## config.mk

```make
export PLATFORM = sky130hd
export DESIGN_NAME = regfile_wb_arbiter
export DESIGN_NICKNAME = d
export VERILOG_FILES = /design/src/rtl/regfile_wb_arbiter.sv
export SDC_FILE = /design/constraint.sdc
export NUM_CORES = 1
export LEC_CHECK = 0
export CORE_UTILIZATION = 50
export DETAILED_ROUTE_END_ITERATION = 12
export GPL_ROUTABILITY_DRIVEN = 1
export HOLD_SLACK_MARGIN = 0.05
export PLACE_DENSITY = 0.79
export SETUP_SLACK_MARGIN = 0.05
export SLEW_MARGIN = 0
export SYNTH_ARGS = -nofsm -noshare
export SYNTH_HDL_FRONTEND = slang
export SYNTH_SLANG_ARGS = --single-unit
```

## constraint.sdc

```tcl
create_clock -name clk -period 3.85 [get_ports clk]
set_clock_uncertainty 0.05 [all_clocks]
set_input_delay 0.385 -clock clk [delete_from_list [all_inputs] [get_ports clk]]
set_output_delay 0.385 -clock clk [all_outputs]
set_load 0.05 [all_outputs]
```

## src/rtl/regfile_wb_arbiter.sv

```systemverilog
// Arbitrates the register file's single write port between ALU writeback (A, never stalls)
// and load writeback (B, handshaked through a small FIFO), with a pending-write scoreboard.
module regfile_wb_arbiter #(
  parameter int WIDTH        = 24,
  parameter int REGNUM       = 16,
  parameter int ADDRESSWIDTH = 4,
  parameter int DEPTH        = 2
) (
  input  logic                      clk,
  input  logic                      reset,
  input  logic                      a_valid,
  input  logic [ADDRESSWIDTH-1:0]   a_addr,
  input  logic [WIDTH-1:0]          a_data,
  input  logic                      b_valid,
  output logic                      b_ready,
  input  logic [ADDRESSWIDTH-1:0]   b_addr,
  input  logic [WIDTH-1:0]          b_data,
  input  logic [ADDRESSWIDTH-1:0]   chk_addr1,
  input  logic [ADDRESSWIDTH-1:0]   chk_addr2,
  output logic                      hazard1,
  output logic                      hazard2,
  output logic                      we3,
  output logic [ADDRESSWIDTH-1:0]   wa3,
  output logic [WIDTH-1:0]          wd3,
  output logic                      pc_drop,
  output logic [$clog2(DEPTH):0]    fifo_count
);

  localparam int PW = $clog2(DEPTH);
  localparam int CW = PW + 1;
  localparam logic [CW-1:0]           DEPTH_C = CW'(DEPTH);
  localparam logic [ADDRESSWIDTH-1:0] PC_ADDR = ADDRESSWIDTH'(REGNUM - 1);

  logic [ADDRESSWIDTH-1:0] r_addr [DEPTH];
  logic [WIDTH-1:0]        r_data [DEPTH];
  logic [DEPTH-1:0]        r_live;
  logic [PW-1:0]           r_rd_ptr;
  logic [PW-1:0]           r_wr_ptr;
  logic [CW-1:0]           r_count;

  logic                    r_we3_p1;
  logic [ADDRESSWIDTH-1:0] r_wa3_p1;
  logic [WIDTH-1:0]        r_wd3_p1;
  logic                    r_pc_drop_p1;

  logic                    w_b_xfer;
  logic                    w_a_issue;
  logic                    w_b_real;
  logic                    w_issue;
  logic                    w_pop;
  logic                    w_bypass;
  logic                    w_push;
  logic [ADDRESSWIDTH-1:0] w_iss_addr;
  logic [WIDTH-1:0]        w_iss_data;
  logic                    w_hit1;
  logic                    w_hit2;

  assign b_ready   = !reset && (r_count < DEPTH_C);
  assign w_b_xfer  = b_valid && b_ready;
  assign w_a_issue = a_valid && (a_addr != PC_ADDR);
  assign w_b_real  = w_b_xfer && (b_addr != PC_ADDR);

  // A wins outright; otherwise the FIFO head (live or dead) leaves; bypass only when empty.
  always_comb begin
    w_issue    = 1'b0;
    w_pop      = 1'b0;
    w_bypass   = 1'b0;
    w_iss_addr = a_addr;
    w_iss_data = a_data;
    if (w_a_issue) begin
      w_issue = 1'b1;
    end else if (r_count != '0) begin
      w_pop = 1'b1;
      if (r_live[r_rd_ptr]) begin
        w_issue    = 1'b1;
        w_iss_addr = r_addr[r_rd_ptr];
        w_iss_data = r_data[r_rd_ptr];
      end
    end else if (w_b_real) begin
      w_issue    = 1'b1;
      w_bypass   = 1'b1;
      w_iss_addr = b_addr;
      w_iss_data = b_data;
    end
  end

  // A same-cycle B write to the address A is writing is older, so it is simply dropped.
  assign w_push = w_b_real && !w_bypass && !(w_a_issue && (a_addr == b_addr));

  always_ff @(posedge clk) begin
    if (reset) begin
      r_live       <= '0;
      r_rd_ptr     <= '0;
      r_wr_ptr     <= '0;
      r_count      <= '0;
      r_we3_p1     <= 1'b0;
      r_wa3_p1     <= '0;
      r_wd3_p1     <= '0;
      r_pc_drop_p1 <= 1'b0;
    end else begin
      r_we3_p1     <= w_issue;
      r_pc_drop_p1 <= (a_valid && (a_addr == PC_ADDR)) || (w_b_xfer && (b_addr == PC_ADDR));
      if (w_issue) begin
        r_wa3_p1 <= w_iss_addr;
        r_wd3_p1 <= w_iss_data;
      end
      for (int i = 0; i < DEPTH; i++) begin
        if (w_a_issue && r_live[i] && (r_addr[i] == a_addr)) r_live[i] <= 1'b0;
      end
      if (w_pop) begin
        r_live[r_rd_ptr] <= 1'b0;
        r_rd_ptr         <= r_rd_ptr + PW'(1);
      end
      if (w_push) begin
        r_live[r_wr_ptr] <= 1'b1;
        r_wr_ptr         <= r_wr_ptr + PW'(1);
      end
      r_count <= r_count + CW'(w_push) - CW'(w_pop);
    end
  end

  always_ff @(posedge clk) begin
    if (w_push) begin
      r_addr[r_wr_ptr] <= b_addr;
      r_data[r_wr_ptr] <= b_data;
    end
  end

  always_comb begin
    w_hit1 = 1'b0;
    w_hit2 = 1'b0;
    for (int i = 0; i < DEPTH; i++) begin
      w_hit1 = w_hit1 | (r_live[i] && (r_addr[i] == chk_addr1));
      w_hit2 = w_hit2 | (r_live[i] && (r_addr[i] == chk_addr2));
    end
    w_hit1 = w_hit1 | (r_we3_p1 && (r_wa3_p1 == chk_addr1))
                    | (w_a_issue && (a_addr == chk_addr1))
                    | (w_b_real && (b_addr == chk_addr1));
    w_hit2 = w_hit2 | (r_we3_p1 && (r_wa3_p1 == chk_addr2))
                    | (w_a_issue && (a_addr == chk_addr2))
                    | (w_b_real && (b_addr == chk_addr2));
  end

  assign hazard1    = !reset && (chk_addr1 != PC_ADDR) && w_hit1;
  assign hazard2    = !reset && (chk_addr2 != PC_ADDR) && w_hit2;
  assign we3        = r_we3_p1;
  assign wa3        = r_wa3_p1;
  assign wd3        = r_wd3_p1;
  assign pc_drop    = r_pc_drop_p1;
  assign fifo_count = r_count;

endmodule

```

==> implementation parameters <==
Parameter                              Value

Clock network
  Clock transition at the register clock pins on the worst setup and hold paths after CTS ... 0.08 ns
  Clock Root Buffer ... sky130_fd_sc_hd__clkbuf_8
  Post_cts resized ... 0
  H-tree depth ... 3
  CTS Buf Count ... 9
  Sinks on Clock Net ... 93
  Number of hold buffers added after CTS ... 0
  Maximum number of buffers from clock root to sink ... 2
  Clock latency on the worst-skew pair ... 0.35 ns
  CTS tree ... done
  Post-CTS repair timing setup buffer count ... 0

Layout
  Layout-stage area growth over the synthesis result ... 27.6%
  Fraction of final layout cells sized beyond drive strength 1 ... 18.1%
  Number of standard cells in the final layout excluding fillers ... 600
  Ant diodes ... 0
  Nets ... 557
  Non-Filler Cell Area, Final ... 5810 µm²
  Core Util, Final ... 66.3%

Die
  Effective utilization at floorplan ... 52.0%
  Core region area ... 8760 µm²
  Number of primary I/O pins ... 103
  Die Height ... 97.4 µm
  Die Outline Area ... 9490 µm²
  Number of rows in the core area ... 34
  Die width ... 97.4 µm

Logic synthesis
  Commonest register cell after synthesis ... sky130_fd_sc_hd__edfxtp_1
  Synth async-reset ratio ... 0%
  Share of the synthesized area in the top cell type ... 36.9%
  Total of flip-flops plus latches after synthesis ... 93
  Cell with the most instances after synthesis ... sky130_fd_sc_hd__edfxtp_1
  Total of warnings raised by yosys ... 0
  Dominant cell type by area after synthesis ... sky130_fd_sc_hd__edfxtp_1
  Part of the Yosys area used for sequential elements ... 53.2%
  Most common library cells after synthesis ... sky130_fd_sc_hd__edfxtp_1, sky130_fd_sc_hd__nor2_1, sky130_fd_sc_hd__dfxtp_1
  Post-synthesis instance area ... 4550 µm²
  Yosys cell types ... 40
  Count of flip-flops with a built-in enable after synthesis ... 56
  Top cells by area in the synthesized netlist ... sky130_fd_sc_hd__edfxtp_1, sky130_fd_sc_hd__dfxtp_1, sky130_fd_sc_hd__mux2_2
  Total nets after synthesis ... 466
  Average instance area after synthesis ... 11.5 µm²
  Post-Synthesis Cells ... 396

Power
  Total power density per cell area ... 471 nW/µm²
  Max rail drop VDD ... 264 µV
  Leak ... 0.00204 µW

Timing
  Maximum frequency from static timing analysis ... 0.314 GHz
  Final Slew Violations ... 0
  Final count of negative-setup-slack endpoints ... 0
  Tcrit/Tclk final ... 82.6%
  Final sum of negative setup slack ... 0 ns
  Final hold viol count ... 0
  Worst-margin pin slew ... 0.805 ns
  Relative max-transition margin ... 46.3%
  Unrepaired setup endpoints after global routing ... false
  Final worst path period need ... 3.18 ns

Run
  Reported max-cap violation count ... 0

Setup path
  CP Class ... primary input to primary output
  Bufs and invs on worst path ... 2
  Kind of cell with the highest combined delay on the critical path ... buffers and inverters
  Req. time, crit path ... 3.41 ns
  Startpoint class of the critical path ... primary input
  Cell with the most instances on the worst path ... sky130_fd_sc_hd__clkdlybuf4s50_1
  Slowest cell delay on critical path ... 0.83 ns
  Library cell contributing the largest single delay on the critical path ... sky130_fd_sc_hd__clkdlybuf4s50_1
  Category of the worst setup path capture point ... primary output
  Arrival time at the worst endpoint ... 2.75 ns
  Sequence of cells on the critical path ... clkdlybuf4s50_1 > nand4_1 > and2_0 > a21oi_1 > a31oi_1 > clkdlybuf4s50_1
  Largest fanout of any net on the critical path ... 7

Detailed routing
  Antenna violation net count after detailed routing ... 0
  Remaining design rule violation count ... 0
  Average wire length per cell after detail routing ... 19.5 µm
  Via count of the routed design ... 3,538
  Final wirelength ... 11.7 mm
  Pre-antenna DRT Iters ... 4
  Number of DRC violations after detailed-routing iteration 0 ... 208
  Routed vias/inst ... 5.90

Global route
  Maximum number of pins on one net before global-route repair ... 40
  GRT Resource Usage Total ... 25.0%
  Wire length of the first global-routing pass ... 18.6 mm
  Antenna violations before repair ... 0
  Via count of the first global-routing pass ... 3,630
  Overflow left after global routing ... 0

Placement
  Number of buffer cells added on primary ports ... 102
  RD Place Congestion ... 0.939
  Post-Place Cell Area ... 5620 µm²
  Detailed placer's ending HPWL ... 7.89 mm
  Inst Count DP ... 584

Min path
  Worst min path class ... register to register

Outcome
  Result of the run ... completed
-- final timing paths --
path | startpoint | end | slack (ns) | cells past startpoint
worst max register to register | fifo_count[1]$_SDFF_PP0_ | wd3[18]$_SDFFE_PP0P_ | 1.47 | 5
worst max-delay path | a_addr[2] | hazard2 | 0.67 | 6
worst min-delay path | r_wr_ptr$_SDFFE_PP0N_ | r_wr_ptr$_SDFFE_PP0N_ | 0.46 | 2
worst min register to register | r_wr_ptr$_SDFFE_PP0N_ | r_wr_ptr$_SDFFE_PP0N_ | 0.46 | 2
-- registers in the layout, indices dropped and copies added (netlist names), named ones only --
name	cells
fifo_count	2
r_data	48
r_addr	8
r_rd_ptr	1
pc_drop	1
r_wr_ptr	1
wd3	24
we3	1
wa3	4
r_live	2
-- per-stage QoR --
stage	total power (µW)	worst slack (ns)	hold slack, ns
detailed placement	2130	0.634	0.450
floorplan	1840	0.729	0.416
CTS	2750	0.701	0.464
global route	2860	0.564	0.496
finish	2740	0.670	0.462
global placement	2110	0.693	0.429
-- power by group --
part	internal, µW	switching (µW)	leakage [µW]
logic	368	499	0.00112
registers	1150	85.1	0.000815
clock network	276	353	0.000100
total	1800	938	0.00204
-- tightest hold or removal path: stages (launching register included) --
cell and delay, ns:
sky130_fd_sc_hd__dfxtp_1 0.34, sky130_fd_sc_hd__nand2b_1 0.07, sky130_fd_sc_hd__a21oi_1 0.06
-- cell type report --
type | instances | area (µm²)
Clock buffer | 11 | 151
Clock inverter | 5 | 40.0
Fill cell | 682 | 2950
Inverter | 11 | 41.3
Multi-Input combinational cell | 260 | 1930
Sequential cell | 93 | 2420
Tap cell | 108 | 135
Timing Repair Buffer | 112 | 1090
-- metal layers --
metal / global-route usage (%) / vias up / wire (µm)
met5: 0 / - / 0
met4: 8.26 / 0 / 191
met3: 4.89 / 16 / 837
li1: - / 1632 / -
met1: 32.3 / 1746 / 4870
met2: 42.2 / 144 / 5800
-- cell families after synthesis --
family	after synthesis	synth area share, %
adder cells (fa/ha/maj)	2	0.549
AND/OR/NAND/NOR	111	14.8
flip-flops	93	53.2
XOR/XNOR	52	10.0
buffers and inverters	43	4.34
AO/OA/AOI/OAI	68	10.4
multiplexers	27	6.68
-- cells in the final DEF, fill, tap and decap left out, types with 4 or more instances in the layout --
cell type / instances
sky130_fd_sc_hd__a2111oi_2: 6
sky130_fd_sc_hd__a21oi_1: 13
sky130_fd_sc_hd__a31oi_1: 5
sky130_fd_sc_hd__buf_4: 11
sky130_fd_sc_hd__clkbuf_8: 11
sky130_fd_sc_hd__clkdlybuf4s50_1: 100
sky130_fd_sc_hd__dfxtp_1: 37
sky130_fd_sc_hd__edfxtp_1: 56
sky130_fd_sc_hd__inv_1: 11
sky130_fd_sc_hd__mux2_2: 27
sky130_fd_sc_hd__nand2_1: 5
sky130_fd_sc_hd__nand2b_1: 4
sky130_fd_sc_hd__nand4_1: 4
sky130_fd_sc_hd__nor2_1: 49
sky130_fd_sc_hd__nor2_2: 10
sky130_fd_sc_hd__nor3_1: 5
sky130_fd_sc_hd__nor4_1: 7
sky130_fd_sc_hd__nor4_2: 16
sky130_fd_sc_hd__o21ai_0: 5
sky130_fd_sc_hd__o22ai_1: 30
sky130_fd_sc_hd__xnor2_1: 19
sky130_fd_sc_hd__xor2_1: 33
(Power assumes the default switching activity.)
